File: src/rtl/mvau_pkg.sv
// Shared types and helpers for the MVAU weight-memory address sequencer.
package mvau_pkg;

    typedef enum logic {
        FILL  = 1'b0,
        REUSE = 1'b1
    } wseq_state_t;

    // Width of an index into n slots; never below 1 bit so single-slot configs still elaborate.
    function automatic int clog2_min1(input int n);
        return (n <= 2) ? 1 : $clog2(n);
    endfunction

endpackage

File: src/rtl/mvau_fold_cnt.sv
// Wrapping fold counter: counts 0..MAX-1 on inc, flags the final fold.
module mvau_fold_cnt
    import mvau_pkg::*;
#(
    parameter int MAX = 2,
    localparam int W = clog2_min1(MAX)
) (
    input  logic         aclk,
    input  logic         areset,
    input  logic         inc,
    output logic [W-1:0] cnt,
    output logic         last
);

    logic [W-1:0] cnt_reg;

    assign cnt  = cnt_reg;
    assign last = (cnt_reg == W'(MAX - 1));

    always_ff @(posedge aclk or posedge areset) begin
        if (areset) begin
            cnt_reg <= '0;
        end else if (inc) begin
            cnt_reg <= last ? '0 : cnt_reg + W'(1);
        end
    end

endmodule

File: src/rtl/mvau_wmem_seq.sv
// Weight-memory address sequencer: walks SF x NF folds, gates input beats to the first neuron fold.
// Optional MVAU_WMEM_SEQ_PERF_EN adds a saturating stall_cnt output.
module mvau_wmem_seq
    import mvau_pkg::*;
#(
    parameter int SIMD         = 2,
    parameter int TW           = 1,
    parameter int SF           = 2,
    parameter int NF           = 2,
    parameter int WMEM_DEPTH   = 4,
    parameter int WMEM_ADDR_BW = 4,
    localparam int IBUF_BW     = clog2_min1(SF)
) (
    input  logic                    aclk,
    input  logic                    areset,
    input  logic                    in_v,
    output logic                    in_rdy,
    input  logic                    out_rdy,
    output logic [WMEM_ADDR_BW-1:0] wmem_addr,
    output logic [IBUF_BW-1:0]      ibuf_addr,
    output logic                    ibuf_we,
    output logic                    wmem_vld,
    output logic                    sf_last,
    output logic                    nf_last
`ifdef MVAU_WMEM_SEQ_PERF_EN
    ,
    output logic [31:0]             stall_cnt
`endif
);

    localparam int  NF_BW    = clog2_min1(NF);
    localparam bit  MULTI_NF = (NF > 1);

    if (SF < 1 || NF < 1 || SIMD < 1 || TW < 1 || WMEM_DEPTH != SF * NF ||
        WMEM_ADDR_BW < clog2_min1(WMEM_DEPTH)) begin : g_bad_cfg
        $error("mvau_wmem_seq: inconsistent fold/depth parameters");
    end

    wseq_state_t             state_reg;
    wseq_state_t             state_next;
    logic                    adv;
    logic                    in_rdy_c;
    logic                    ibuf_we_c;
    logic [IBUF_BW-1:0]      sf_cnt;
    logic                    sf_at_last;
    logic [NF_BW-1:0]        nf_cnt_unused;
    logic                    nf_at_last;
    logic [WMEM_ADDR_BW-1:0] wmem_addr_reg;
    logic                    wmem_vld_reg;
    logic                    sf_last_reg;
    logic                    nf_last_reg;

    mvau_fold_cnt #(.MAX(SF)) u_sf_cnt (
        .aclk   (aclk),
        .areset (areset),
        .inc    (adv),
        .cnt    (sf_cnt),
        .last   (sf_at_last)
    );

    mvau_fold_cnt #(.MAX(NF)) u_nf_cnt (
        .aclk   (aclk),
        .areset (areset),
        .inc    (adv && sf_at_last),
        .cnt    (nf_cnt_unused),
        .last   (nf_at_last)
    );

    always_ff @(posedge aclk or posedge areset) begin
        if (areset) begin
            state_reg <= FILL;
        end else begin
            state_reg <= state_next;
        end
    end

    // Handshake is masked while reset is held so no beat is taken from a sequencer that is not running.
    always_comb begin
        state_next = state_reg;
        adv        = 1'b0;
        in_rdy_c   = 1'b0;
        ibuf_we_c  = 1'b0;
        case (state_reg)
            FILL: begin
                in_rdy_c  = out_rdy && !areset;
                adv       = in_v && in_rdy_c;
                ibuf_we_c = adv;
                if (adv && sf_at_last && MULTI_NF) begin
                    state_next = REUSE;
                end
            end
            REUSE: begin
                adv = out_rdy && !areset;
                if (adv && sf_at_last && nf_at_last) begin
                    state_next = FILL;
                end
            end
            default: state_next = FILL;
        endcase
    end

    // Address runs as its own wrapping counter so it stays equal to nf*SF + sf without a multiplier.
    always_ff @(posedge aclk or posedge areset) begin
        if (areset) begin
            wmem_addr_reg <= '0;
            wmem_vld_reg  <= 1'b0;
            sf_last_reg   <= 1'b0;
            nf_last_reg   <= 1'b0;
        end else begin
            if (adv) begin
                wmem_addr_reg <= (wmem_addr_reg == WMEM_ADDR_BW'(WMEM_DEPTH - 1)) ?
                                 '0 : wmem_addr_reg + WMEM_ADDR_BW'(1);
            end
            wmem_vld_reg <= adv;
            sf_last_reg  <= adv && sf_at_last;
            nf_last_reg  <= adv && nf_at_last;
        end
    end

    assign in_rdy    = in_rdy_c;
    assign ibuf_we   = ibuf_we_c;
    assign ibuf_addr = sf_cnt;
    assign wmem_addr = wmem_addr_reg;
    assign wmem_vld  = wmem_vld_reg;
    assign sf_last   = sf_last_reg;
    assign nf_last   = nf_last_reg;

`ifdef MVAU_WMEM_SEQ_PERF_EN
    logic [31:0] stall_cnt_reg;

    always_ff @(posedge aclk or posedge areset) begin
        if (areset) begin
            stall_cnt_reg <= '0;
        end else if (!adv && stall_cnt_reg != '1) begin
            stall_cnt_reg <= stall_cnt_reg + 32'd1;
        end
    end

    assign stall_cnt = stall_cnt_reg;
`endif

endmodule

File: config.mk
export PLATFORM = sky130hd
export DESIGN_NAME = mvau_wmem_seq
export DESIGN_NICKNAME = d
export VERILOG_FILES = /design/src/rtl/mvau_pkg.sv /design/src/rtl/mvau_fold_cnt.sv /design/src/rtl/mvau_wmem_seq.sv
export SDC_FILE = /design/constraint.sdc
export NUM_CORES = 1
export LEC_CHECK = 0
export ABC_AREA = 1
export ABC_CLOCK_PERIOD_IN_PS = 1100
export BUFFER_PORTS_ARGS = -buffer_cell sky130_fd_sc_hd__buf_4
export CORE_AREA = 10 10 47 49
export DETAILED_ROUTE_END_ITERATION = 6
export DIE_AREA = 0 0 57 59
export GPL_TIMING_DRIVEN = 0
export PLACE_DENSITY = 0.61
export SLEW_MARGIN = 40
export SYNTH_ARGS = -nofsm -noshare
export SYNTH_HDL_FRONTEND = slang
export SYNTH_HIERARCHICAL = 1
export SYNTH_SLANG_ARGS = --single-unit
export TNS_END_PERCENT = 10
File: constraint.sdc
create_clock -name aclk -period 1.1 [get_ports aclk]
set_clock_uncertainty 0.1 [all_clocks]
set_input_delay 0.22 -clock aclk [delete_from_list [all_inputs] [get_ports aclk]]
set_output_delay 0.22 -clock aclk [all_outputs]
set_load 0.005 [all_outputs]
### Word level (Yosys, flattened, before mapping)

Index checks and enable logic that the tools add are counted.
W data, S select, Z words.

* register bits: 10
* input port bits: 4
* logic and storage cells: 29

* reduce and logical (&&, ||, !) cells: 8
* eq/ne operators: 1
* add/subtract/negate cells: 3
* multiplexer cells: 9
* bitwise gates (word level): 1

Operators by type and width (number)
* $logic_and A1 B1 Y1: 7
* $mux W1: 6
* $add A4 B1 Y4 const B: 1
* $eq A4 B2 Y1 const B: 1
* $mux W4: 1
* $pmux W1 S2: 2
* $add A1 B1 Y1 const B: 2
* $logic_not A1 Y1: 1
* $not A1 Y1: 1

### Logic depth before layout (Yosys ltp)

Gate-level depths: netlist (run 1).

* depth after elaboration: 6
* mapped depth: 8
* depth with buffers taken out: 8

### Cells and area by module

Netlist (run 1), hierarchy kept.

Modules (own cells, without submodules)
* mvau_wmem_seq: area each 400.4 um^2, cells an instance 48, times used 1
* mvau_fold_cnt: area each 55.1 um^2, cells an instance 8, times used 2

### Worst setup path before layout (run 1)

No wires, ideal clock.

* kind: reg-to-reg
* start: register wmem_addr_reg[0], in the netlist wmem_addr[0]
* end: register wmem_addr_reg[0], in the netlist wmem_addr[0]
* setup time: 0.118 ns
* arrival time: 0.879 ns
* path buffers: 0
* stages on the path, launching flop included: 7
* setup slack: 0.003 ns
* data required time: 0.882 ns
* path through: dfrtp_1 ha_1 inv_1 nor2_1 nand2_1 nand3b_1 nand2_1

* longest elaborated chain between the ends: 2

Ends and longest elaborated chain
* start: declaration: RTL line mvau_wmem_seq.sv:48 `logic [WMEM_ADDR_BW-1:0] wmem_addr_reg;`
* start signal: assignment: RTL line mvau_wmem_seq.sv:111 `wmem_addr_reg <= (wmem_addr_reg == WMEM_ADDR_BW'(WMEM_DEPTH - 1)) ?`
* $add A4 B1 Y4 / $eq A4 B2 Y1 (equally long branches): RTL line mvau_wmem_seq.sv:112, mvau_wmem_seq.sv:111
* $mux W4 *: RTL line mvau_wmem_seq.sv:111

Every way passes the cells marked *; elsewhere a longest branch is shown, timed or not.
A chain may end at the register's enable or synchronous reset.

### Worst setup path after layout (run 1)

* start: register state_reg
* end: output ibuf_we

* longest elaborated chain between the ends: 1

Ends and longest elaborated chain
* start: declaration: RTL line mvau_wmem_seq.sv:39 `wseq_state_t state_reg;`
* start signal: assignment: RTL line mvau_wmem_seq.sv:73 `state_reg <= state_next;`
* $mux W1: RTL line mvau_wmem_seq.sv:83 `case (state_reg)`
* end: declaration: RTL line mvau_wmem_seq.sv:21 `output logic ibuf_we,`

Every way passes these cells.

==> out/metrics.csv, run 1 <==
stage,metric,value,unit
clock_network,cts.sink_count,10,
synthesis,synth.most_common_cell,nand2_1,
worst_hold_path,holdPathStages,3,
setup_path,r2r_start,wmem_addr[0],
synthesis,syn_area_per_cell,7.98,sq um
timing,finalSetupViolations,14,
setup_path,required,0.78,ns
clock_network,htree_levels,1,
floorplanning,core-area,1400,sq um
finish,area_growth,45.6,%
floorplanning,io_pins,14,
timing,max-slew-margin-rel,0.751,
timing,fin_crit_sh,1.17,
place,place_ws,-0.284,ns
clock_network,root_buffer,clkbuf_4,
power_and_ir_drop,power.density,2010,nW/um^2
setup_path,r2r_setup_slack,-0.07,ns
global_routing,grt_pass1_vias,486,
drt,drtIter0Drc,7,
synthesis,yosys_register_bits,10,
status,failed_checks,negative setup slack,
flow_run,max-cap-violations,0,
synthesis,yosysWarningCount,6,
finish,diodes,0,
setup_path,r2r-end,wmem_addr[0],
floorplanning,rows,14,
global_routing,grt_pass1_wl,2070,um
global_routing,grt_max_degree,9,
power_and_ir_drop,ir_drop,0.987,mV
clock_network,cts_tree,built,
drt,num_vias,453,
setup_path,start_kind,flip-flop,
place,placed_area,628,sq um
synthesis,synth_async_sr_flop_share,1.00,
setup_path,reg2regPathDepth,6,
timing,setup_tns,-0.913,ns
timing,grt_setup_unrepaired,true,
finish,fin_util,0.530,
setup_path,critPathCaptureType,output pin,
global_routing,antenna_found_initial,0,
drt,drc,0,
drt,dr.pass1.iters,4,
finish,largest_register_ffs,4,
synthesis,ys_seq_area_frac,0.490,
timing,max_freq,776,MHz
floorplanning,die_x,57,um
clock_network,clockBufferDepth,2,
drt,via_per_inst,4.49,
timing,holdWs,0.124,ns
synthesis,yosysTopAreaCell,dfrtp_1,
worst_hold_path,min_to,state_reg,
synthesis,synthDistinctLibCells,15,
drt,antenna_left,0,
synthesis,synthFlopType,dfrtp_1,
floorplanning,start_util,0.364,
synthesis,synth_top_area_share,0.490,
finish,stdcell_area,743,sq um
clock_network,numCtsBuffers,3,
floorplanning,dieArea,3360,sq um
worst_hold_path,hold_path.class,primary input to flip-flop,
floorplanning,die_h,59,um
global_routing,groute.usage.overall,0.0762,
synthesis,synth_edf_count,0,
timing,drv_slew,0,
power_and_ir_drop,p_leak,0.405,nW
timing,tightest_slew,0.373,ns
timing,hold_violations,0,
drt,drt-total-wl,1160,um
clock_network,clkTransAtPathRegs,0.07,ns
global_routing,grt_overflow,0,
place,portBuffers,13,
synthesis,synth_top_cells_by_count,"nand2_1, inv_1, dfrtp_1",
synthesis,mappedNetlistArea,510,sq um
setup_path,path_class,flip-flop to output pin,
worst_hold_path,hp-start,in_v,
setup_path,cp_max_fo,3,
synthesis,ys_top_cells_by_area,"dfrtp_1, nand2_1, inv_1",
drt,drt-wirelength-per-cell,11.4,um
clock_network,clk_latency,0.27,ns
synthesis,syn-num-nets,69,
setup_path,arrival,0.97,ns
status,outcome,"finished, violations left",
finish,final_nets,91,
place,place_hpwl,860,um
finish,drive_above_1_share,0.376,
timing,finalCriticalPeriod,1.29,ns
timing,setup_slack,-0.188,ns
synthesis,syn_inst,64,
place,place.gp.congestion,0.765,
==> placed cells by master, fill, tap and decap left out, types with 2 or more instances in the layout <==
master         instances
buf_6                  6
inv_4                  2
nand3_1                5
nor2_1                 3
buf_4                 10
clkbuf_4               3
nand2_1               21
dlygate4sd3_1          3
inv_1                 12
dfrtp_1                5
dfrtp_2                5
==> metrics by stage <==
stage | power [mW] | cells
2_1_floorplan | 0.859 | 64
3_3_place_gp | 1.04 | 93
3_5_place_dp | 1.06 | 93
4_1_cts | 1.48 | 101
5_1_grt | 1.62 | 101
6_report | 1.50 | 101
==> how the worst max path moves through the flow <==
stage                  from      endpoint  slack (ns)  depth (start not counted)
2_1_floorplan  wmem_addr[0]  wmem_addr[0]       0.003                          6
3_3_place_gp         areset  u_nf_cnt/cnt       -0.27                          9
3_5_place_dp         areset  u_nf_cnt/cnt       -0.28                          9
4_1_cts           state_reg        in_rdy       -0.20                          2
5_1_grt           state_reg       ibuf_we       -0.24                          2
6_report          state_reg       ibuf_we       -0.19                          2
==> critical path, cell delays in order (launching register included) <==
cell and delay, ns:
dfrtp_2 0.43, nor3_2 0.14, buf_4 0.12
==> cell type report <==
type	count	area (sq um)
Sequential cell	10	256
Timing Repair Buffer	17	158
Fill cell	141	658
Buffer	2	15.0
Clock buffer	4	36.3
Tap cell	16	20.0
Multi-Input combinational cell	38	200
Inverter	14	57.6
==> per-layer routing <==
metal	vias to the layer above	share of wire	track usage
met3	2	0.082	0.0365
li1	228	-	-
met1	215	0.38	0.0765
met4	0	0.013	0.0403
met2	8	0.53	0.129
met5	-	0	0
==> where the power goes <==
group / internal, mW / switching, mW
Clock: 0.201 / 0.140
Combinational: 0.308 / 0.251
Sequential: 0.479 / 0.118
==> repair_timing <==
action                                 in CTS  in global routing
setup endpoints to repair                  10                 16
buffers inserted                            1                  0
cloned                                      0                  0
endpoints found under the hold margin      10                  0
hold buffers                                3                  0
gates resized for setup                     7                  9
==> cells by family (layout without fill, tap and decap cells) <==
logic type / Yosys count / count (layout) / synth area share
AND/OR/NAND/NOR: 36 / 36 / 0.343
adder cells (fa/ha/maj): 1 / 1 / 0.0245
buffers and inverters: 16 / 37 / 0.132
AO/OA/AOI/OAI: 1 / 1 / 0.00979
flip-flops: 10 / 10 / 0.490
Note: power is estimated with default switching activity, not from simulation.
==> inputs of run 2 (changes only) <==
- PLACE_DENSITY: 0.61 -> 0.65
==> run 2 against run 1 <==
  * The run still ends with negative setup slack left
  * First-iteration DRC count decreased by 57%
  * Sequential share of layout area decreased by 0.34 points
  * Sequential power increased by 4.7%
  * Highest routed layer unchanged
==> out/metrics.csv, run 2 (synthesis results as in run 1) <==
stage,metric,value,unit,change
setup_path,path_class,flip-flop to output pin,,
setup_path,required,0.78,ns,about the same
setup_path,cpMaxStageDelayCell,dfrtp_2,,
global_routing,grt_pass1_wl,1840,um,-11%
floorplanning,rows,14,,unchanged
finish,area_growth,46.3,%,
clock_network,clockBufferDepth,2,,unchanged
drt,antenna_left,0,,unchanged
finish,diodes,0,,unchanged
clock_network,clkTransAtPathRegs,0.06,ns,about the same
clock_network,numCtsBuffers,3,,unchanged
place,dp.cells,93,,unchanged
setup_path,cpLargestDelayFamily,flip-flops,,
timing,hold_violations,0,,unchanged
place,place.gp.congestion,0.772,,+0.95%
finish,final_cell_mix,"nand2_1, inv_1, buf_4",,
power_and_ir_drop,clkPwrFrac,0.224,,-0.004
finish,fin_cells,100,,-0.99%
timing,fin_crit_sh,1.19,,+0.0226
timing,max_freq,762,MHz,-1.9%
clock_network,cts_tree,built,,
power_and_ir_drop,p_comb_frac,0.354,,-0.019
floorplanning,die_x,57,um,unchanged
drt,drt-wirelength-per-cell,11.2,um,-1.9%
setup_path,critPathCaptureType,output pin,,
timing,finalSetupViolations,8,,-6
setup_path,reg2regPathDepth,6,,unchanged
clock_network,htree_levels,1,,unchanged
setup_path,cpPeakStageDelay,0.45,ns,+0.02 ns
setup_path,crit_chain,nor2_1 > buf_4,,
floorplanning,io_pins,14,,unchanged
power_and_ir_drop,p_leak,0.400,nW,-1.3%
drt,dr.pass1.iters,4,,unchanged
global_routing,grt_max_degree,9,,unchanged
power_and_ir_drop,p_switching,0.509,mW,+0.26%
clock_network,root_buffer,clkbuf_4,,
setup_path,worstPathBufferInverterCount,1,,unchanged
place,placed_area,628,sq um,unchanged
timing,finalCriticalPeriod,1.31,ns,+0.0248 ns
power_and_ir_drop,power.density,1980,nW/um^2,-1.5%
timing,drv_slew,0,,unchanged
status,outcome,"finished, violations left",,
global_routing,grt_pass1_vias,447,,-8.0%
worst_hold_path,min_to,state_reg,,
worst_hold_path,hp-start,in_v,,
finish,stdcell_area,747,sq um,+0.50%
clock_network,cts.sink_count,10,,unchanged
drt,drc,0,,unchanged
global_routing,grt.met1_usage,0.0630,,-0.0135
floorplanning,dieArea,3360,sq um,unchanged
global_routing,groute.usage.overall,0.0722,,-0.00398
power_and_ir_drop,switching_share,0.344,,+0.00423
timing,tightest_slew,0.385,ns,+0.0117 ns
power_and_ir_drop,finalPower,1.48,mW,-0.98%
drt,num_vias,454,,+0.22%
place,place_hpwl,825,um,-4.1%
finish,fin_util,0.533,,+0.00268
timing,max-slew-margin-rel,0.743,,-0.00781
global_routing,globalRoute.busiestLayer,met2,,
worst_hold_path,holdPathStages,3,,unchanged
place,portBuffers,13,,unchanged
setup_path,r2r-end,wmem_addr[0],,
drt,drtIter0Drc,3,,-4
status,failed_checks,negative setup slack,,
setup_path,start_kind,flip-flop,,
floorplanning,core-area,1400,sq um,unchanged
floorplanning,start_util,0.364,,unchanged
global_routing,use_met2,0.121,,-0.00775
drt,via_per_inst,4.54,,+1.2%
power_and_ir_drop,ir_drop,0.873,mV,-12%
timing,holdWs,0.117,ns,-0.00690 ns
flow_run,max-cap-violations,0,,unchanged
timing,setup_slack,-0.213,ns,-0.0248 ns
clock_network,cts_setup_buffers,0,,-1
finish,largest_register_ffs,4,,unchanged
finish,layout_commonest_cell,nand2_1,,
global_routing,grt_use_met3,0.0386,,+0.00215
global_routing,antenna_found_initial,0,,unchanged
setup_path,cp_max_fo,5,,+2
clock_network,clk_latency,0.27,ns,about the same
finish,final_nets,90,,-1.1%
global_routing,grt_overflow,0,,unchanged
setup_path,r2r_start,wmem_addr[0],,
finish,drive_above_1_share,0.381,,+0.00448
power_and_ir_drop,seqPwrFrac,0.422,,+0.023
floorplanning,die_h,59,um,unchanged
setup_path,r2r_setup_slack,-0.02,ns,+0.05 ns
finish,fillCellCount,137,,-2.8%
drt,drt-total-wl,1120,um,-2.9%
setup_path,arrival,0.99,ns,+0.02 ns
power_and_ir_drop,intPower,0.972,mW,-1.6%
worst_hold_path,hold_path.class,primary input to flip-flop,,
timing,grt_setup_unrepaired,true,,
==> run 2: how the worst max path moves through the flow <==
stage                       startpoint            to  depth (start not counted)
final                        state_reg        in_rdy                          2
after global routing         state_reg       ibuf_we                          2
after floorplan           wmem_addr[0]  wmem_addr[0]                          6
after global placement          areset  u_nf_cnt/cnt                          9
after detailed placement        areset  u_nf_cnt/cnt                          9
after CTS                    state_reg       ibuf_we                          2
==> run 2: metal layers <==
metal	wire, um	up-vias
met5	0	-
met4	35	0
met3	79	5
met2	570	9
met1	437	211
li1	-	229
==> run 2: power by group through the flow <==
stage          clock (mW)  sequential (mW)  combinational (mW)
2_1_floorplan           0            0.578               0.281
3_3_place_gp            0            0.587               0.454
3_5_place_dp            0            0.594               0.466
4_1_cts             0.349            0.595               0.491
5_1_grt             0.362            0.644               0.604
6_report            0.332            0.625               0.525
==> run 2: cell type report <==
type                    count  area (sq um)  area share
repair buffers             16           150       0.201
inverters                  14          55.1      0.0737
well taps                  16          20.0      0.0268
multi-input cells          38           215       0.288
clock buffers               4          36.3      0.0486
flip-flops and latches     10           255       0.342
plain buffers               2          15.0      0.0201
==> run 2: repair_timing <==
item	4_1_cts	5_1_grt
hold buffers	3	0
resized for setup	6	10
setup endpoints to repair	10	15
hold endpoints to repair	10	0
==> run 2: worst reg2reg max path: stages, from the launching register on <==
cell and delay, ns:
dfrtp_2 0.43, ha_4 0.16, inv_1 0.04, nor2_2 0.09
nand2_1 0.06, nand3b_1 0.08, nand2_1 0.05
==> run 2: metrics by stage <==
stage                     TNS, ns  setup slack (ns)
final                      -0.782            -0.213
after global routing        -1.25            -0.255
after CTS                  -0.941            -0.231
after detailed placement    -1.68            -0.279
after global placement      -1.53            -0.275
after floorplan                 0           0.00297
==> inputs of run 3 (changes only) <==
- RECOVER_POWER: default -> 50
==> run 3 against run 2 <==
  * The flow still finishes with violations (negative setup slack)
  * Final area fell by 0.50%
  * Sequential power is essentially flat
  * Combinational power barely moved
  * Register-to-register slack hardly changed
  * Global-route usage is the same
  * Core utilization decreased by 0.27 points
  * Sequential cell count did not move
  * Via count shrank 0.22%
  * Wire length up 0.45%
  * Critical path type unchanged
  * Largest power group unchanged
==> out/metrics.csv, run 3 (synthesis results as in run 1) <==
stage,metric,value,unit,change
status,outcome,"finished, violations left",,
global_routing,antenna_found_initial,0,,unchanged
floorplanning,start_util,0.364,,unchanged
finish,final_nets,90,,unchanged
clock_network,clockBufferDepth,2,,unchanged
drt,drt-wirelength-per-cell,11.3,um,+0.45%
clock_network,cts_setup_buffers,0,,unchanged
place,portBuffers,13,,unchanged
setup_path,required,0.78,ns,about the same
setup_path,arrival,0.99,ns,about the same
finish,area_growth,45.6,%,
floorplanning,core-area,1400,sq um,unchanged
timing,drv_slew,0,,unchanged
finish,stdcell_area,743,sq um,-0.50%
floorplanning,rows,14,,unchanged
drt,drtIter0Drc,3,,unchanged
power_and_ir_drop,power.density,1990,nW/um^2,+0.35%
global_routing,globalRoute.busiestLayer,met2,,
timing,holdWs,0.117,ns,-0.00000200 ns
finish,drive_above_1_share,0.357,,-0.0238
drt,drc,0,,unchanged
timing,tightest_slew,0.385,ns,+0.000164 ns
finish,multi_input_area,215,sq um,unchanged
floorplanning,die_x,57,um,unchanged
timing,finalSetupViolations,8,,unchanged
clock_network,htree_levels,1,,unchanged
global_routing,grt_pass1_wl,1840,um,unchanged
finish,diodes,0,,unchanged
worst_hold_path,holdPathStages,3,,unchanged
clock_network,clk_latency,0.27,ns,about the same
setup_path,start_kind,flip-flop,,
drt,via_per_inst,4.53,,-0.22%
clock_network,cts_tree,built,,
power_and_ir_drop,p_leak,0.398,nW,-0.64%
finish,layout_commonest_cell,nand2_1,,
global_routing,grt.met1_usage,0.0630,,unchanged
power_and_ir_drop,clkPwrFrac,0.225,,about the same
place,place.gp.congestion,0.772,,unchanged
clock_network,cts.sink_count,10,,unchanged
drt,dr.pass1.iters,4,,unchanged
clock_network,root_buffer,clkbuf_4,,
drt,antenna_left,0,,unchanged
setup_path,reg2regPathDepth,6,,unchanged
finish,seq_area,255,sq um,unchanged
timing,setup_slack,-0.213,ns,-0.0000420 ns
place,place_hpwl,825,um,unchanged
setup_path,cpMaxStageDelayCell,dfrtp_2,,
power_and_ir_drop,ir_drop,0.872,mV,about the same
finish,fin_cells,100,,unchanged
floorplanning,dieArea,3360,sq um,unchanged
place,dp.cells,93,,unchanged
timing,fin_crit_sh,1.19,,about the same
finish,fillCellCount,139,,+1.5%
global_routing,groute.usage.overall,0.0722,,unchanged
timing,max_freq,762,MHz,about the same
power_and_ir_drop,seqPwrFrac,0.422,,about the same
setup_path,cp_max_fo,5,,unchanged
global_routing,grt_use_met3,0.0386,,unchanged
global_routing,grt_max_degree,9,,unchanged
place,placed_area,628,sq um,unchanged
floorplanning,die_h,59,um,unchanged
power_and_ir_drop,intPower,0.970,mW,-0.17%
drt,num_vias,453,,-0.22%
floorplanning,io_pins,14,,unchanged
finish,largest_register_ffs,4,,unchanged
global_routing,grt_overflow,0,,unchanged
timing,finalCriticalPeriod,1.31,ns,+0.0000420 ns
power_and_ir_drop,p_comb_frac,0.354,,about the same
place,place_ws,-0.279,ns,unchanged
clock_network,clkTransAtPathRegs,0.06,ns,about the same
status,failed_checks,negative setup slack,,
timing,hold_violations,0,,unchanged
setup_path,path_class,flip-flop to output pin,,
power_and_ir_drop,finalPower,1.48,mW,-0.16%
clock_network,numCtsBuffers,3,,unchanged
setup_path,critPathCaptureType,output pin,,
global_routing,use_met2,0.121,,unchanged
setup_path,cpPeakStageDelay,0.45,ns,about the same
drt,drt-total-wl,1130,um,+0.45%
setup_path,crit_chain,nor2_1 > buf_4,,
flow_run,max-cap-violations,0,,unchanged
global_routing,grt_pass1_vias,447,,unchanged
finish,final_cell_mix,"nand2_1, inv_1, buf_4",,
worst_hold_path,hold_path.class,primary input to flip-flop,,
power_and_ir_drop,switching_share,0.344,,about the same
timing,grt_setup_unrepaired,true,,
power_and_ir_drop,p_switching,0.509,mW,-0.12%
timing,max-slew-margin-rel,0.743,,about the same
run 3: changes by cell type in the layout (fill, tap and decap cells not counted):
cell / before / now
buf_4: 9 / 8
clkbuf_1: 0 / 1
inv_1: 12 / 13
inv_2: 1 / 0
run 3: cell type report:
class	count	area share
Multi-Input combinational cell	38	0.290
Buffer	2	0.0202
Inverter	14	0.0741
Clock buffer	4	0.0488
Sequential cell	10	0.343
Tap cell	16	0.0269
Timing Repair Buffer	16	0.197
run 3: worst paths after layout:
| path | startpoint | to | slack [ns] |
|---|---|---|---|
| worst min-delay path | in_v | state_reg | 0.12 |
| worst max-delay path | state_reg | in_rdy | -0.21 |
| min in group asynchronous | areset | u_sf_cnt/cnt | 0.21 |
| max in group asynchronous | areset | state_reg | 0.17 |
| worst max register to register | wmem_addr[0] | wmem_addr[0] | -0.02 |
| worst min register to register | u_nf_cnt/cnt | u_nf_cnt/cnt | 0.40 |
run 3: power groups by stage:
stage	clock network, mW	registers, mW	logic [mW]
after global placement	0	0.587	0.454
after floorplan	0	0.578	0.281
after CTS	0.349	0.595	0.491
after detailed placement	0	0.594	0.466
after global routing	0.362	0.644	0.602
final	0.332	0.624	0.523
run 3: what timing repair did:
action                     in CTS  in global routing
hold buffers                    3                  0
hold endpoints to repair       10                  0
setup endpoints to repair      10                 15
pin swaps                       0                  0
gates resized for setup         6                 10
run 3: critical path, delay by kind of cell, from the launching register on:
family,cells,cell delay [ns]
buffers and inverters,1,0.13
and+or+nand+nor,1,0.15
DFF,1,0.45
run 3: routing by layer:
| layer | wire length (um) | part of all wire |
|---|---|---|
| met1 | 440 | 0.39 |
| met2 | 571 | 0.51 |
| met3 | 80 | 0.071 |
| met4 | 35 | 0.031 |
| met5 | 0 | 0 |
run 3: stage by stage:
stage | setup TNS, ns | utilization
finish | -0.779 | 0.530
global placement | -1.53 | 0.448
global route | -1.25 | 0.530
floorplan | 0 | -
detailed placement | -1.68 | 0.448
CTS | -0.941 | 0.510
